`src/rtl/codec_cfg_pkg.sv`:
```
// codec_cfg_pkg: state encoding, frame geometry and the default WM8731 register table
package codec_cfg_pkg;
    localparam logic [2:0] S_POWERUP   = 3'd0;
    localparam logic [2:0] S_LOAD      = 3'd1;
    localparam logic [2:0] S_PULSE     = 3'd2;
    localparam logic [2:0] S_WAIT_LOW  = 3'd3;
    localparam logic [2:0] S_WAIT_HIGH = 3'd4;
    localparam logic [2:0] S_GAP       = 3'd5;
    localparam logic [2:0] S_DONE      = 3'd6;
    localparam logic [2:0] S_ERROR     = 3'd7;

    localparam int FRAME_BITS      = 88;
    localparam int WORDS_PER_FRAME = 5;

    // WM8731 words are {7-bit register address, 9-bit value}
    localparam logic [15:0] WM_RESET  = 16'h1E00;
    localparam logic [15:0] WM_POWER  = 16'h0C00;
    localparam logic [15:0] WM_LLINE  = 16'h0017;
    localparam logic [15:0] WM_RLINE  = 16'h0217;
    localparam logic [15:0] WM_LHP    = 16'h0479;
    localparam logic [15:0] WM_RHP    = 16'h0679;
    localparam logic [15:0] WM_APATH  = 16'h0812;
    localparam logic [15:0] WM_DPATH  = 16'h0A06;
    localparam logic [15:0] WM_IFACE  = 16'h0E02;
    localparam logic [15:0] WM_ACTIVE = 16'h1201;

    function automatic logic [15:0] wm8731_word(input int idx);
        case (idx)
            0:       return WM_RESET;
            1:       return WM_POWER;
            2:       return WM_LLINE;
            3:       return WM_RLINE;
            4:       return WM_LHP;
            5:       return WM_RHP;
            6:       return WM_APATH;
            7:       return WM_DPATH;
            8:       return WM_IFACE;
            9:       return WM_ACTIVE;
            default: return 16'h0000;
        endcase
    endfunction
endpackage

```
`src/rtl/codec_cfg_rom.sv`:
```
// codec_cfg_rom: synchronous register-word table, one cycle read latency
module codec_cfg_rom
    import codec_cfg_pkg::*;
#(
    parameter int ADDR_W = 4
) (
    input  logic              clk_50,
    input  logic [ADDR_W-1:0] addr,
    output logic [15:0]       data
);
    always_ff @(posedge clk_50) data <= wm8731_word(int'(addr));
endmodule

```
`src/rtl/codec_cfg_seq.sv`:
```
// codec_cfg_seq: walks the register table, packs 5-word frames and hands them to the I2C master with retry
module codec_cfg_seq
    import codec_cfg_pkg::*;
#(
    parameter logic [7:0] DEV_ADDR       = 8'h34,
    parameter int         NUM_FRAMES     = 2,
    parameter int         POWERUP_CYCLES = 1_000_000,
    parameter int         GAP_CYCLES     = 4096,
    parameter int         TIMEOUT_CYCLES = 2_000_000,
    parameter int         MAX_RETRIES    = 3,
    localparam int        FW             = $clog2(NUM_FRAMES + 1)
) (
    input  logic                  clk_50,
    input  logic                  reset,
    input  logic                  restart,
    output logic                  i2c_start,
    output logic [0:FRAME_BITS-1] i2c_data,
    input  logic                  i2c_configured,
    output logic                  busy,
    output logic                  done,
    output logic                  error,
    output logic [FW-1:0]         frame_idx
);
    localparam int CNT_MAX = POWERUP_CYCLES > TIMEOUT_CYCLES
        ? (POWERUP_CYCLES > GAP_CYCLES ? POWERUP_CYCLES : GAP_CYCLES)
        : (TIMEOUT_CYCLES > GAP_CYCLES ? TIMEOUT_CYCLES : GAP_CYCLES);
    localparam int CW     = $clog2(CNT_MAX + 1) + 1;
    localparam int RW     = $clog2(MAX_RETRIES + 1) + 1;
    localparam int ADDR_W = $clog2(WORDS_PER_FRAME * NUM_FRAMES + 1);

    localparam logic [CW-1:0] PU_END   = CW'(POWERUP_CYCLES);
    localparam logic [CW-1:0] GAP_END  = CW'(GAP_CYCLES);
    localparam logic [CW-1:0] TO_END   = CW'(TIMEOUT_CYCLES);
    localparam logic [CW-1:0] LOAD_END = CW'(WORDS_PER_FRAME);
    localparam logic [RW-1:0] RT_MAX   = RW'(MAX_RETRIES);

    if (NUM_FRAMES < 1) begin : g_bad_num_frames
        $error("codec_cfg_seq: NUM_FRAMES must be at least 1");
    end

    logic [2:0]        state;
    logic [CW-1:0]     cnt;
    logic [RW-1:0]     retry;
    logic [ADDR_W-1:0] rom_addr;
    logic [15:0]       rom_data;

    assign rom_addr  = ADDR_W'(WORDS_PER_FRAME * int'(frame_idx) + int'(cnt));
    assign i2c_start = state == S_PULSE;
    assign done      = state == S_DONE;
    assign error     = state == S_ERROR;
    assign busy      = !done && !error;

    codec_cfg_rom #(.ADDR_W(ADDR_W)) u_rom (
        .clk_50(clk_50),
        .addr  (rom_addr),
        .data  (rom_data)
    );

    always_ff @(posedge clk_50) begin
        if (reset) begin
            state     <= S_POWERUP;
            cnt       <= '0;
            retry     <= '0;
            frame_idx <= '0;
            i2c_data  <= '0;
        end else begin
            cnt <= &cnt ? cnt : cnt + 1'b1;
            case (state)
                S_POWERUP: if (cnt == PU_END) begin
                    state <= S_LOAD;
                    cnt   <= '0;
                end
                // ROM word k arrives at cnt k+1 and is shifted in from the tail
                S_LOAD: begin
                    if (cnt == '0) i2c_data[0:7] <= DEV_ADDR;
                    else i2c_data[8:FRAME_BITS-1] <= {i2c_data[24:FRAME_BITS-1], rom_data};
                    if (cnt == LOAD_END) state <= S_PULSE;
                end
                S_PULSE: begin
                    state <= S_WAIT_LOW;
                    cnt   <= '0;
                end
                S_WAIT_LOW, S_WAIT_HIGH: begin
                    if (state == S_WAIT_HIGH && i2c_configured) begin
                        retry     <= '0;
                        frame_idx <= frame_idx + 1'b1;
                        state     <= S_GAP;
                        cnt       <= '0;
                    end else if (state == S_WAIT_LOW && !i2c_configured) begin
                        state <= S_WAIT_HIGH;
                    end else if (cnt >= TO_END) begin
                        state <= retry < RT_MAX ? S_GAP : S_ERROR;
                        retry <= retry < RT_MAX ? retry + 1'b1 : retry;
                        cnt   <= '0;
                    end
                end
                S_GAP: if (cnt == GAP_END) begin
                    state <= frame_idx < FW'(NUM_FRAMES) ? S_LOAD : S_DONE;
                    cnt   <= '0;
                end
                default: if (restart) begin
                    frame_idx <= '0;
                    retry     <= '0;
                    state     <= S_LOAD;
                    cnt       <= '0;
                end
            endcase
        end
    end
endmodule

```
`config.mk`:
```
export PLATFORM = sky130hd
export DESIGN_NAME = codec_cfg_seq
export DESIGN_NICKNAME = d
export VERILOG_FILES = /design/src/rtl/codec_cfg_pkg.sv /design/src/rtl/codec_cfg_rom.sv /design/src/rtl/codec_cfg_seq.sv
export SDC_FILE = /design/constraint.sdc
export NUM_CORES = 1
export LEC_CHECK = 0
export ABC_AREA = 1
export BUFFER_PORTS_ARGS = -buffer_cell sky130_fd_sc_hd__buf_4
export CORE_MARGIN = 2
export CORE_UTILIZATION = 25
export DETAILED_ROUTE_END_ITERATION = 8
export PLACE_DENSITY = 0.55
export SETUP_SLACK_MARGIN = 0.15
export SYNTH_ARGS = -nofsm -noshare
export SYNTH_HDL_FRONTEND = slang
export SYNTH_SLANG_ARGS = --single-unit
```
`constraint.sdc`:
```
create_clock -name clk_50 -period 2 [get_ports clk_50]
set_clock_uncertainty 0.1 [all_clocks]
set_input_delay 0.5 -clock clk_50 [delete_from_list [all_inputs] [get_ports clk_50]]
set_output_delay 0.5 -clock clk_50 [all_outputs]
set_load 0.05 [all_outputs]
```
==> results.toml, run 1 <==
[timing]
setup_violations = 0
slew_violations = 0
fin_crit_sh_pct = 96.1
fmax_ghz = 0.520
grt_setup_unrepaired = "yes"
hold_viol = 0
period_needed_ns = 1.92

[global_routing]
grt_overflow = 0
antenna_found_initial = 0
globalRouteTotalUtil_pct = 12.0
grt_max_degree = 51
grt_pass1_wl_um = 19100
grt_pass1_vias = 3791

[critical_path]
slowest_stage = "fa_2"
worstSetupStartpointType = "flop"
cp.arrival_ns = 2.10
r2r_end = "u_rom.data[11]"
reg2reg_from = "frame_idx[1]"
crit_top_cell = "ha_4"
r2r_setup_slack_ns = 0.08
reg2regPathDepth = 7
crit_fanout = 4
max_stage_delay_ns = 0.57
cp-end-kind = "flop"
crit_required_ns = 2.18
worstPathCellList = "ha_4 > ha_4 > inv_2 > fa_2 > buf_6 > ha_4 > o21ai_1"
path_class = "reg2reg"

[final_layout]
area_delta_synth_final_pct = 32.4
n_antenna_cell = 0
fillCellCount = 1926
seq_area_mm2 = 0.00174
multiInputGateArea_mm2 = 0.00258
fin_cells = 1002
drive_gt1_share_pct = 30.8
nets = 787
final_area_mm2 = 0.00618

[floorplanning]
die_h_um = 141
die_x_um = 141
core-area_mm2 = 0.0181
rows = 49
die_area_mm2 = 0.0198
io_pins = 98
initial_core_util_pct = 25.7

[clocking]
worstSkewPairLatency_ns = 0.34
path_clk_slew_ns = 0.07
cts.sinks = 85
htreeDepth = 3
root_buffer = "clkbuf_16"
clockBufferDepth = 2
cts_tree = "yes"
numCtsBuffers = 9
cts_hold_buf = 0

[place]
dp.final_hpwl_um = 8430
placed_area_mm2 = 0.00541
dp.cells = 966
port_buffers = 67
gp_congestion = 0.854

[drt]
post_drt_wl_per_cell_um = 12.7
routed_wl_um = 12700
drtIter0Drc = 364
vias = 4231
antenna_left = 0
drt-pass1-iter-count = 4
drcViolationCount = 0
viasPerCell = 4.22

[power]
p_leak_uw = 0.00286
powerDensity_mw_per_mm2 = 614
vdd_ir_drop_max_mv = 0.352

[yosys]
synth_area_leaders = "dfxtp_1 (36%), nor2_1 (13%), nand2_1 (7.7%)"
yosysTopAreaCell = "dfxtp_1"
yosysSeqAreaShare_pct = 36.5
syn_area_mm2 = 0.00467
postSynthCellCount = 680
ys_seq_elements = 85
synth_enable_flop_cells = 0
yosys.cell_count.top_type = "nor2_1"
yosys-top-cells-count = "nor2_1 (163), nand2_1 (96), dfxtp_1 (85)"
synthFlopType = "dfxtp_1"
synth_top_area_share_pct = 36.5
synth_cell_types = 35
synthArstFlopShare_pct = 0
synth_area_per_cell_um2 = 6.86
yosysWarnings = 0

[min_path]
whs_endpoint = "i2c_data[75]"
hold_path.class = "reg2reg"
hp-start = "u_rom.data[12]"
hold_path_depth = 2

[run]
maxCapViolations = 0

[outcome]
status = "finished clean"
area by class of cell:
type                            count  area share (%)
Clock buffer                       11            4.27
Clock inverter                      5           0.729
Inverter                           79            5.00
Multi-Input combinational cell    480            41.7
Sequential cell                    85            28.1
Tap cell                          229            4.64
Timing Repair Buffer              113            15.6
registers in the layout, summed over array words and instances, names as in the netlist:
name / count
state: 3
cnt: 22
frame_idx: 2
i2c_data: 46
u_rom.data: 9
retry: 3
cell usage in the layout (no fill, tap or decap), drive strengths merged, types with 26 or more instances in the layout:
cell type / instances
nor2: 169
o21ai: 53
a21oi: 26
nand3: 47
buf: 110
inv: 81
nand2: 102
conb: 30
dfxtp: 85
layer usage:
layer	track usage, %	vias to the layer above	part of all wire (%)
li1	-	2246	-
met1	16.2	1895	49
met2	19.0	76	46
met3	1.77	14	3.2
met4	5.63	0	2.0
met5	0	-	0
metrics by stage:
step	TNS, ns	setup slack, ns	hold WS (ns)	utilization, %	power, µW
floorplan	-0.00377	-0.00377	0.352	-	2060
global placement	0	0.0112	0.360	29.8	2070
detailed placement	-0.0170	-0.0170	0.365	29.8	2070
CTS	0	0.0733	0.382	32.0	3820
global route	0	0.0115	0.404	34.0	3950
finish	0	0.0770	0.375	34.0	3790
where the power goes:
group	total, µW	switching, µW	internal, µW
Clock	1720	751	972
Sequential	1730	9.35	1720
Combinational	343	249	94.7
Total	3790	1010	2780
worst max-delay path: cells and delay by family, from the launching register on:
family                   cells  cell delay, ns
AO/OA/AOI/OAI                1            0.10
adder cells (fa/ha/maj)      4            1.13
buffers and inverters        2            0.17
flip-flops                   1            0.35
how the worst max path moves through the flow:
| stage | startpoint | slack (ns) | endpoint |
|---|---|---|---|
| finish | frame_idx[1] | 0.08 | u_rom.data[11] |
| detailed placement | cnt[1] | -0.02 | u_rom.data[9] |
| CTS | frame_idx[1] | 0.07 | u_rom.data[0] |
| floorplan | frame_idx[1] | -0.004 | u_rom.data[0] |
| global route | cnt[1] | 0.01 | cnt[16] |
| global placement | cnt[1] | 0.01 | u_rom.data[9] |
what timing repair did:
action                                  CTS  global route
resized for setup                        16            69
endpoints found under the setup margin   64            85
gates cloned                              0             4
pin swaps                                 5             3
setup buffers                             7             9
kinds of logic after synthesis:
| kind of cell | Yosys count | share of synthesized area, % |
|---|---|---|
| AOI/OAI and AO/OA | 81 | 8.77 |
| xor gates and xnor gates | 11 | 2.23 |
| adders and majority gates | 15 | 4.18 |
| buffers and inverters | 144 | 15.8 |
| DFF | 85 | 36.5 |
| other | 1 | 0.0804 |
| and+or+nand+nor | 343 | 32.5 |
(Power assumes the default switching activity.)
==> inputs of run 2 (changes only) <==
Settings changed: CORE_UTILIZATION 25 to 50, PLACE_DENSITY 0.55 to 0.88.
==> run 2 against run 1 <==
Total power fell by 12%. Wire length rose by 0.31%. Final area fell by 3.4%. Critical path depth did not move. Count of clock-buffer cells in the layout fell by 2. Cell count fell by 13%. Sequential power barely moved. Clock power fell by 28%. Largest power group unchanged.
==> results.toml, run 2 (synthesis gave the netlist of run 1 again) <==
[critical_path]
crit_top_cell = "ha_4"
reg2reg_from = "frame_idx[1]"
crit_fanout = 7
path_class = "reg2reg"
crit_start = "frame_idx[1]"
crit_required_ns = 2.20
slowest_stage = "fa_2"
r2r_end = "u_rom.data[11]"
reg2regPathDepth = 7
cp-end-kind = "flop"
max_stage_delay_ns = 0.57
worstSetupStartpointType = "flop"
worstPathCellList = "ha_4 > ha_4 > inv_2 > fa_2 > buf_12 > ha_4 > o21ai_2"
r2r_setup_slack_ns = 0.04
cp.arrival_ns = 2.16

[timing]
tns_ns = 0
fin_crit_sh_pct = 97.9
setup_violations = 0
hold_viol = 0
fmax_ghz = 0.511
slew_violations = 0
period_needed_ns = 1.96
grt_setup_unrepaired = "yes"

[global_routing]
busiest_layer = "met2"
grt_pass1_vias = 3794
grtUsageMet2_pct = 34.9
use_met1_pct = 28.7
grtUsageMet3_pct = 3.88
antenna_found_initial = 0
globalRouteTotalUtil_pct = 21.5
grt_overflow = 0
grt_max_degree = 52
grt_pass1_wl_um = 17400

[place]
gp_congestion = 0.976
dp.final_hpwl_um = 7320
port_buffers = 67
dp.cells = 834

[final_layout]
fin_cells = 867
area_delta_synth_final_pct = 27.9
n_antenna_cell = 0
fillCellCount = 684
final_cell_mix = "nor2_1 (152), buf_4 (84), nand2_1 (77), dfxtp_1 (63), inv_1 (49)"
reg_top3 = "i2c_data x46, cnt x22, u_rom.data x9"
final_common_cell = "nor2_1"
fin_util_pct = 65.2
nets = 771
drive_gt1_share_pct = 33.1
largest-register = "i2c_data"
largest_register_ff_count = 46

[drt]
post_drt_wl_per_cell_um = 14.7
drtIter0Drc = 540
viasPerCell = 5.30
drcViolationCount = 0
routed_wl_um = 12800
antenna_left = 0
drt-pass1-iter-count = 5
vias = 4593

[clocking]
cts.sinks = 85
root_buffer = "clkbuf_8"
htreeDepth = 3
clockBufferDepth = 2
path_clk_slew_ns = 0.09
worstSkewPairLatency_ns = 0.37
cts_hold_buf = 0
cts_tree = "yes"
numCtsBuffers = 9

[min_path]
hold_path_depth = 2
hold_path.class = "reg2reg"
whs_endpoint = "i2c_data[81]"
hp-start = "u_rom.data[6]"

[floorplanning]
die_x_um = 101
die_h_um = 101
die_area_mm2 = 0.0101
io_pins = 98
rows = 35
core-area_mm2 = 0.00915
initial_core_util_pct = 51.0

[run]
maxCapViolations = 0

[power]
p_leak_uw = 0.00270
powerDensity_mw_per_mm2 = 559
vdd_ir_drop_max_mv = 0.322

[outcome]
status = "finished clean"
run 2: cell count changes in the layout (fill, tap and decap cells not counted), moves of 3 or more:
| cell | delta |
|---|---|
| a21oi_1 | -10 |
| a21oi_4 | +8 |
| buf_4 | -17 |
| clkbuf_16 | -11 |
| clkbuf_8 | +8 |
| dfxtp_1 | -3 |
| inv_1 | -7 |
| inv_2 | +7 |
| nand2_1 | -8 |
| nand2_4 | +6 |
| nor2_1 | +5 |
| nor2_2 | -3 |
| o21ai_2 | +3 |
run 2: area by class of cell:
class / count / area [µm²] / area share, %
sequential: 85 / 1740 / 29.2
clock buffer: 9 / 124 / 2.08
inverter: 79 / 309 / 5.18
timing repair buffer: 97 / 837 / 14.0
clock inverter: 6 / 72.6 / 1.22
tap: 111 / 139 / 2.33
multi-input combinational: 480 / 2750 / 46.0
run 2: power by group:
part	switching [µW]	internal [µW]
Clock	648	581
Combinational	270	111
Sequential	13.1	1720
Total	931	2410
run 2: through the flow:
step	power [µW]	hold slack, ns	setup WS (ns)	area [µm²]
final	3340	0.383	0.0425	5970
after global routing	3440	0.422	-0.0132	5970
after CTS	3260	0.379	0.0592	5460
after detailed placement	2060	0.364	-0.0389	5170
after global placement	2050	0.359	0.0189	5170
after floorplan	2060	0.352	-0.00377	4850
run 2: routing by layer:
layer	routed length (µm)	share of wire, %	vias up
li1	-	-	2198
met1	5110	40	2119
met2	6170	48	223
met3	891	7.0	53
met4	576	4.5	0
met5	0	0	-
run 2: timing repair:
item / in CTS / in global routing
resized for setup: 17 / 112
setup endpoints to repair: 79 / 84
hold endpoints to repair: 0 / 0
setup buffers: 5 / 10
pin swaps: 8 / 21
cloned: 0 / 3
run 2: worst max-delay path: cells and delay by family, from the launching register on:
family | cells | cell delay (ns)
AO/OA/AOI/OAI | 1 | 0.13
buffers and inverters | 2 | 0.16
adder cells (fa/ha/maj) | 4 | 1.14
flip-flops | 1 | 0.36
run 2: worst max path at each step:
stage          slack [ns]  depth (start not counted)        endpoint
2_1_floorplan      -0.004                          7   u_rom.data[0]
3_3_place_gp         0.02                          9   u_rom.data[9]
3_5_place_dp        -0.04                          9   u_rom.data[9]
4_1_cts              0.06                          8   u_rom.data[0]
5_1_grt             -0.01                          8    i2c_data[85]
6_report             0.04                          7  u_rom.data[11]
==> inputs of run 3 (changes only) <==
Settings changed: ABC_AREA 1 to default, CORE_UTILIZATION 50 to 49, SLEW_MARGIN from default to 20.
==> run 3 against run 2 <==
The flow now finishes with violations (setup timing). Sequential power barely moved. Clock power fell by 6%. Register-to-register slack got worse by 0.37 ns. Critical path depth fell by 1. Maximum frequency fell by 16%. Sequential cell count did not move. Worst hold slack got worse by 0.12 ns. Via count fell by 14%. Die area fell by 8.9%. Total power fell by 3.5%. Final area fell by 7.7%.
==> results.toml, run 3 <==
[outcome]
status = "finished with violations"
violations = "setup timing"

[power]
powerDensity_mw_per_mm2 = 585
vdd_ir_drop_max_mv = 0.372
p_leak_uw = 0.00224

[critical_path]
cp-end-kind = "flop"
worstSetupStartpointType = "flop"
slowest_stage = "or4_4"
worstPathCellList = "or4_4 > nor4_4 > nand4b_1 > a22o_1 > or4_1 > o21ai_1"
crit_fanout = 3
cp.arrival_ns = 2.52
reg2regPathDepth = 6
max_stage_delay_ns = 0.55
path_class = "reg2reg"
crit_required_ns = 2.19

[yosys]
synth_top_area_share_pct = 41.0
synth_area_leaders = "dfxtp_1 (41%), nand2_1 (10%), buf_4 (7.6%)"
synth_area_per_cell_um2 = 7.98
synth_enable_flop_cells = 0
yosys.cell_count.top_type = "nand2_1"
synthArstFlopShare_pct = 0
yosysSeqAreaShare_pct = 41.0
synthFlopType = "dfxtp_1"
syn_area_mm2 = 0.00415
yosys-top-cells-count = "nand2_1 (111), dfxtp_1 (85), a21oi_1 (54)"
yosysTopAreaCell = "dfxtp_1"
synth_cell_types = 55
postSynthCellCount = 520
yosysWarnings = 0
ys_seq_elements = 85

[final_layout]
final_cell_mix = "buf_4 (113), nand2_1 (108), dfxtp_1 (76), a21oi_1 (50), nor2_1 (38)"
n_antenna_cell = 0
final_common_cell = "buf_4"
fin_cells = 731
area_delta_synth_final_pct = 32.7
largest_register_ff_count = 46
drive_gt1_share_pct = 33.1
fillCellCount = 606
nets = 640
largest-register = "i2c_data"
reg_top3 = "i2c_data x46, cnt x22, u_rom.data x9"

[min_path]
hold_path.class = "in2reg"
hold_path_depth = 2

[clocking]
clockBufferDepth = 2
path_clk_slew_ns = 0.08
root_buffer = "clkbuf_8"
numCtsBuffers = 9
htreeDepth = 3
worstSkewPairLatency_ns = 0.38
cts.sinks = 85
cts_tree = "yes"
cts_hold_buf = 0

[global_routing]
grt_max_degree = 50
grt_pass1_vias = 3617
grt_overflow = 0
grt_pass1_wl_um = 17000
globalRouteTotalUtil_pct = 23.8
antenna_found_initial = 0

[timing]
worst_slew_pin_slew_ns = 0.628
setup_ws_ns = -0.329
period_needed_ns = 2.33
fmax_ghz = 0.429
fin_crit_sh_pct = 116
grt_setup_unrepaired = "yes"
setup_violations = 79
slew_violations = 0
fin_hold_ws_ns = 0.260
slew_headroom_pct = 58.1
hold_viol = 0

[drt]
vias = 3935
routed_wl_um = 11000
drt-pass1-iter-count = 6
post_drt_wl_per_cell_um = 15.1
antenna_left = 0
drtIter0Drc = 289
viasPerCell = 5.38
drcViolationCount = 0

[floorplanning]
die_x_um = 96.0
core-area_mm2 = 0.00822
die_area_mm2 = 0.00922
initial_core_util_pct = 50.5
rows = 33
die_h_um = 96.0
io_pins = 98

[place]
port_buffers = 67
dp.final_hpwl_um = 6940
dp.cells = 699
gp_congestion = 0.852

[run]
maxCapViolations = 0
-- run 3: changes by cell type after synthesis, moves of 8 or more --
cell / before / now
clkbuf_1: 6 / 19
nor2_1: 163 / 46
nand3_2: 10 / 0
o21ai_0: 52 / 12
nand2_1: 96 / 111
inv_2: 17 / 0
nand3_1: 37 / 15
a21oi_1: 26 / 54
and3_1: 0 / 8
inv_1: 61 / 14
-- run 3: metrics by stage --
stage               TNS (ns)  area [µm²]  power (µW)  utilization, %  setup slack (ns)
floorplan              -6.81        4370        2050               -            -0.172
global placement       -1.23        4920        2050            59.9            -0.112
detailed placement     -3.63        4920        2060            59.9            -0.213
CTS                    -8.42        5340        3200            65.0            -0.211
global route          -16.96        5510        3310            67.0            -0.379
finish                -10.07        5510        3220            67.0            -0.329
-- run 3: area by class of cell --
| class | instances | area, µm² | share of cell area, % |
|---|---|---|---|
| well taps | 105 | 131 | 2.38 |
| clock inverters | 6 | 51.3 | 0.931 |
| flip-flops and latches | 85 | 1720 | 31.3 |
| repair buffers | 131 | 1120 | 20.4 |
| inverters | 14 | 52.6 | 0.954 |
| clock buffers | 10 | 128 | 2.32 |
| multi-input cells | 380 | 2300 | 41.7 |
-- run 3: worst paths after layout --
kind                  endpoint           start  slack, ns
setup / recovery      state[1]         cnt[16]      -0.33
hold / removal        state[0]           reset       0.26
setup reg to reg      state[1]         cnt[16]      -0.33
hold reg to reg   i2c_data[77]  u_rom.data[10]       0.33
-- run 3: kinds of logic (layout without fill, tap and decap cells) --
logic type,after synthesis,in the layout,synth area share [%]
adder cells (fa/ha/maj),15,15,4.70
other,1,30,0.0904
multiplexers,4,4,0.995
flip-flops,85,85,41.0
AO/OA/AOI/OAI,94,94,13.4
XOR/XNOR,19,19,4.01
AND/OR/NAND/NOR,218,218,24.0
buffers and inverters,84,161,11.8
-- run 3: what timing repair did --
item                                    in CTS  in global routing
gates cloned                                 5                  0
pin swaps                                    8                  7
buffers inserted                             5                  6
resized for setup                           28                 36
endpoints found under the hold margin        0                  0
endpoints found under the setup margin      86                 86
-- run 3: report_power, final --
part	internal [µW]	leakage [µW]	switching, µW
logic	95.1	0.00146	227
clock network	474	0.0000936	689
registers	1720	0.000693	15.2
-- run 3: metal layers --
layer  GRT usage [%]  wire (µm)  vias up  part of all wire (%)
li1                -          -     1886                     -
met1            29.8       4520     1840                    41
met2            38.3       5410      180                    49
met3            5.87        833       29                   7.6
met4            11.1        272        0                   2.5
met5               0          0        -                     0
-- run 3: worst max-delay path: cells and delay by family (launching register included) --
family,cells,cell delay [ns]
AOI/OAI and AO/OA,2,0.41
and+or+nand+nor,4,1.40
DFF,1,0.33
